File: src/rtl/cofre_controlador.sv
// Purpose : safe keypad access controller. Collects N_DIGITS keys, compares them with a
//           programmable code, opens the safe, counts failures, and locks the keypad out.
// Latency : every output is registered and reflects the state entered on the previous edge.
// Backpressure: none; one keypress is accepted per cycle with digito != 0.
// Ports   : clk, reset (sync, active-high) | digito[1:0] key (00 none, 01 A, 10 B, 11 C),
//           prog (reprogram request, honoured only while open) | led (open), erro (1-cycle
//           wrong-code pulse), bloqueado (lockout), programando (code being reprogrammed).
module cofre_controlador #(
  parameter int                    N_DIGITS     = 5,
  parameter logic [2*N_DIGITS-1:0] DEFAULT_CODE = 10'h39B,
  parameter int                    MAX_FAILS    = 3,
  parameter int                    OPEN_CYCLES  = 8,
  parameter int                    LOCK_CYCLES  = 16
) (
  input  logic       clk,
  input  logic       reset,
  input  logic [1:0] digito,
  input  logic       prog,
  output logic       led,
  output logic       erro,
  output logic       bloqueado,
  output logic       programando
);

  localparam int TMAX = (OPEN_CYCLES > LOCK_CYCLES) ? OPEN_CYCLES : LOCK_CYCLES;
  localparam int TW   = $clog2(TMAX + 1);
  localparam int FW   = $clog2(MAX_FAILS + 1);
  localparam int CW   = $clog2(N_DIGITS + 1);
  localparam int BW   = 2 * (N_DIGITS - 1);  // history of the digits preceding the current one
  localparam int KW   = 2 * N_DIGITS;

  typedef enum logic [1:0] {
    S_ENTRY = 2'd0,
    S_OPEN  = 2'd1,
    S_PROG  = 2'd2,
    S_LOCK  = 2'd3
  } state_t;

  state_t          state_q, state_d;
  logic [CW-1:0]   cnt_q, cnt_d;
  logic [BW-1:0]   buf_q, buf_d;
  logic [FW-1:0]   fails_q, fails_d;
  logic [TW-1:0]   timer_q, timer_d;
  logic [KW-1:0]   code_q, code_d;
  logic            led_q, erro_q, bloq_q, progr_q;
  logic            erro_d;

  logic            key;
  logic            last;
  logic [KW-1:0]   word;

  assign key  = (digito != 2'b00);
  assign last = (cnt_q == CW'(N_DIGITS - 1));
  // Full code as it would be if the current key completes the entry.
  assign word = {buf_q, digito};

  always_comb begin
    state_d = state_q;
    cnt_d   = cnt_q;
    buf_d   = buf_q;
    fails_d = fails_q;
    timer_d = timer_q;
    code_d  = code_q;
    erro_d  = 1'b0;

    case (state_q)
      S_ENTRY: begin
        if (key) begin
          buf_d = word[BW-1:0];
          if (last) begin
            cnt_d = '0;
            if (word == code_q) begin
              state_d = S_OPEN;
              timer_d = '0;
              fails_d = '0;
            end else begin
              erro_d = 1'b1;
              // The failure that reaches the limit locks out and restarts the count.
              if (fails_q == FW'(MAX_FAILS - 1)) begin
                state_d = S_LOCK;
                timer_d = '0;
                fails_d = '0;
              end else begin
                fails_d = fails_q + 1'b1;
              end
            end
          end else begin
            cnt_d = cnt_q + 1'b1;
          end
        end
      end

      S_OPEN: begin
        // A reprogram request takes priority over the open timer running out.
        if (prog) begin
          state_d = S_PROG;
          cnt_d   = '0;
        end else if (timer_q == TW'(OPEN_CYCLES - 1)) begin
          state_d = S_ENTRY;
        end else begin
          timer_d = timer_q + 1'b1;
        end
      end

      S_PROG: begin
        if (key) begin
          buf_d = word[BW-1:0];
          if (last) begin
            cnt_d   = '0;
            code_d  = word;
            state_d = S_ENTRY;
          end else begin
            cnt_d = cnt_q + 1'b1;
          end
        end
      end

      S_LOCK: begin
        if (timer_q == TW'(LOCK_CYCLES - 1)) begin
          state_d = S_ENTRY;
          cnt_d   = '0;
        end else begin
          timer_d = timer_q + 1'b1;
        end
      end

      default: begin
        state_d = S_ENTRY;
        cnt_d   = '0;
      end
    endcase
  end

  always_ff @(posedge clk) begin
    if (reset) begin
      state_q <= S_ENTRY;
      cnt_q   <= '0;
      buf_q   <= '0;
      fails_q <= '0;
      timer_q <= '0;
      code_q  <= DEFAULT_CODE;
      led_q   <= 1'b0;
      erro_q  <= 1'b0;
      bloq_q  <= 1'b0;
      progr_q <= 1'b0;
    end else begin
      state_q <= state_d;
      cnt_q   <= cnt_d;
      buf_q   <= buf_d;
      fails_q <= fails_d;
      timer_q <= timer_d;
      code_q  <= code_d;
      // Outputs are decoded from the next state so they line up with it.
      led_q   <= (state_d == S_OPEN) || (state_d == S_PROG);
      erro_q  <= erro_d;
      bloq_q  <= (state_d == S_LOCK);
      progr_q <= (state_d == S_PROG);
    end
  end

  assign led         = led_q;
  assign erro        = erro_q;
  assign bloqueado   = bloq_q;
  assign programando = progr_q;

endmodule
File: config.mk
export PLATFORM = sky130hd
export DESIGN_NAME = cofre_controlador
export DESIGN_NICKNAME = d
export VERILOG_FILES = /design/src/rtl/cofre_controlador.sv
export SDC_FILE = /design/constraint.sdc
export NUM_CORES = 1
export LEC_CHECK = 0
export CAP_MARGIN = 20
export CORE_MARGIN = 2
export CORE_UTILIZATION = 40
export CTS_CLUSTER_SIZE = 30
export DETAILED_ROUTE_END_ITERATION = 10
export PLACE_DENSITY_LB_ADDON = 0.2
export SLEW_MARGIN = 20
export SYNTH_ARGS = -nofsm -noshare
export SYNTH_HDL_FRONTEND = slang
export SYNTH_SLANG_ARGS = --single-unit
File: constraint.sdc
create_clock -name clk -period 2.45 [get_ports clk]
set_input_delay 0.49 -clock clk [delete_from_list [all_inputs] [get_ports clk]]
set_output_delay 0.49 -clock clk [all_outputs]
set_load 0.02 [all_outputs]
==> impl_metrics.ini <==
[yosys]
syn-cell-area_um2 = 1682
synth_cell_types = 49
syn_nets = 192
synth_ff_type = dfxtp_1
ys_async_sr_fraction_pct = 0
yosys_warnings = 0
syn_avg_cell_area_um2 = 9.291
synth-edff-count = 0
synth.largest_area_cell = dfxtp_1
synth_seq_area_share_pct = 40.48
netlist.area_leader.share_pct = 40.48
ys_seq_elements = 34
synth_area_leaders = dfxtp_1 40%, xnor2_1 5.7%, ha_1 4.5%
synthesis.instances = 181

[critical_path]
worstSetupPathType = input pin to flop
start_kind = input pin
worst_ep_arrival_time_ns = 2.36
endpoint_kind = flop
rrSetupSlack_ns = 0.35
cp.required_ns = 2.68
path_max_fanout = 7

[timing]
slew_viol_final = 0
post-route-period-util_pct = 86.89
fin_skew_ns = 0.006481
fin_crit_ns = 2.129
rsz0062_at_grt = no
max_freq_ghz = 0.4697
hold_viol = 0
fin_setup_tns_ns = 0
relSlewSlack_pct = 63.44
worst_slew_pin_slew_ns = 0.5476
setup_viol = 0

[pwr]
intPower_mw = 1.030
clockPowerShare_pct = 49.6
ir_drop_mv = 0.3469
p_sw_share_pct = 19.59
p_comb_share_pct = 5.6
p_total_mw = 1.281
p_per_area_nw_per_um2 = 661.2
power.leakage_nw = 0.6926
p_switching_uw = 251.0
p_seq_share_pct = 44.7

[clock_network]
cts_hold_buffers = 0
cts-root-buf = clkbuf_8
clk_pin_slew_ns = 0.07
tritoncts = done
post_cts_buffers = 0
cts.repair.resized = 0
cts_htree_levels = 2
cts_buffer_depth = 2
clock_latency_ns = 0.29
clock_sinks = 34
cts_buffers = 5

[floorplan]
rows = 23
start_util_pct = 41.74
fp.coreArea_um2 = 4029
fp.dieH_um = 68.84
die_w_um = 68.84
dieArea_um2 = 4739
ios = 9

[outcome]
outcome = finished, final reports clean

[routing]
vias = 1241
wire_per_inst_um = 12.61
firstDrtPassIters = 4
viasPerCell = 5.128
drc_errors = 0
first_iter_violations = 61
drt_wl_total_mm = 3.051
ant_nets = 0

[layout]
diodes = 0
final_nets = 202
drive_gt1_share_pct = 12.50
syn2layout_area_growth_pct = 15.25
fin_cells = 242
utilization_pct = 48.11

[placed_design]
dp_hpwl_mm = 2.194
place.gp.congestion = 0.8164
place_inst = 234
portBuffers = 8

[grt]
overflow = 0
antenna_found_initial = 0
grt_pass1_vias = 1215
grt_pass1_wl_mm = 5.375
grt_usage_pct = 15.49
grt_max_degree = 22

[hold_path]
worstHoldPathType = flop to flop

[flow_run]
maxCapViolations = 0
cell usage after synthesis (2+ instances only):
library cell / instances
a211o_1: 7
a211oi_1: 3
a21oi_1: 7
a31oi_1: 3
buf_2: 2
buf_4: 2
clkbuf_1: 4
dfxtp_1: 34
ha_1: 6
inv_1: 8
mux2i_1: 6
nand2_1: 18
nand2b_1: 4
nand3_1: 3
nand3b_1: 2
nand4_1: 2
nor2_1: 11
nor2_2: 3
nor2b_1: 12
o21ai_0: 4
o31ai_1: 2
xnor2_1: 11
layer usage:
metal  global-route usage, %  up-vias  wire, um
met3                   4.221        9       105
met4                   8.824        0        82
li1                        -      643         -
met2                   26.80       16      1506
met5                       0        -         0
met1                   16.98      573      1357
worst max-delay path: stages:
cell             delay [ns]
clkdlybuf4s50_1        0.66
xnor2_1                0.16
nand4_1                0.15
nor4_2                 0.30
o21a_2                 0.18
inv_1                  0.04
ha_1                   0.28
nor2_1                 0.09
sequential cells by signal, summed over array words and instances, names as in the netlist:
register     count
code_q          10
led              1
timer_q          5
state_q          2
erro             1
cnt_q            3
fails_q          2
programando      1
buf_q            8
bloqueado        1
final timing paths:
| check | startpoint | endpoint | cells past startpoint |
|---|---|---|---|
| hold reg to reg | buf_q[7] | buf_q[7] | 2 |
| setup / recovery | digito[1] | led | 8 |
| setup reg to reg | timer_q[0] | bloqueado | 9 |
| hold / removal | buf_q[7] | buf_q[7] | 2 |
area by class of cell:
cell class / instances / area (um^2)
fill: 376 / 2091
clock inverter: 2 / 60.06
sequential: 34 / 680.7
tap: 50 / 62.56
clock buffer: 6 / 82.58
timing repair buffer: 13 / 117.6
multi-input combinational: 129 / 904.6
inverter: 8 / 30.03
layout by cell type, fill, tap and decap left out, types with 2 or more instances in the layout:
master	count
dfxtp_1	34
nand2_1	18
nor2b_1	12
xnor2_1	11
nor2_1	11
inv_1	8
clkdlybuf4s50_1	8
a21oi_1	7
a211o_1	7
mux2i_1	6
ha_1	6
clkbuf_8	6
buf_4	5
nand2b_1	4
o21ai_0	4
nor2_2	3
nand3_1	3
a211oi_1	3
a31oi_1	3
nand4_1	2
o31ai_1	2
nand3b_1	2
bufinv_16	2
stage by stage:
step           setup slack (ns)  hold slack (ns)  area (um^2)
2_1_floorplan            0.6223           0.4631         1682
3_3_place_gp             0.1009           0.4746         1795
3_5_place_dp           0.005692           0.4801         1795
4_1_cts                  0.3135           0.4899         1938
5_1_grt                  0.1596           0.5272         1938
6_report                 0.3211           0.4865         1938
cell families (layout without fill, tap and decap cells):
logic type | count (synthesis) | after routing | synth area share (%)
muxes | 6 | 6 | 3.572
xor gates and xnor gates | 12 | 12 | 6.250
adders and majority gates | 6 | 6 | 4.464
AOI/OAI and AO/OA | 38 | 38 | 16.52
and+or+nand+nor | 67 | 67 | 22.99
DFF | 34 | 34 | 40.48
buffers and inverters | 18 | 29 | 5.728
power groups by stage:
stage	Sequential (mW)	Clock [mW]	Combinational, mW
2_1_floorplan	0.584	0	0.0564
3_3_place_gp	0.585	0	0.0722
3_5_place_dp	0.586	0	0.0732
4_1_cts	0.573	0.652	0.0733
5_1_grt	0.575	0.675	0.0818
6_report	0.573	0.636	0.0722
(Power assumes the default switching activity.)
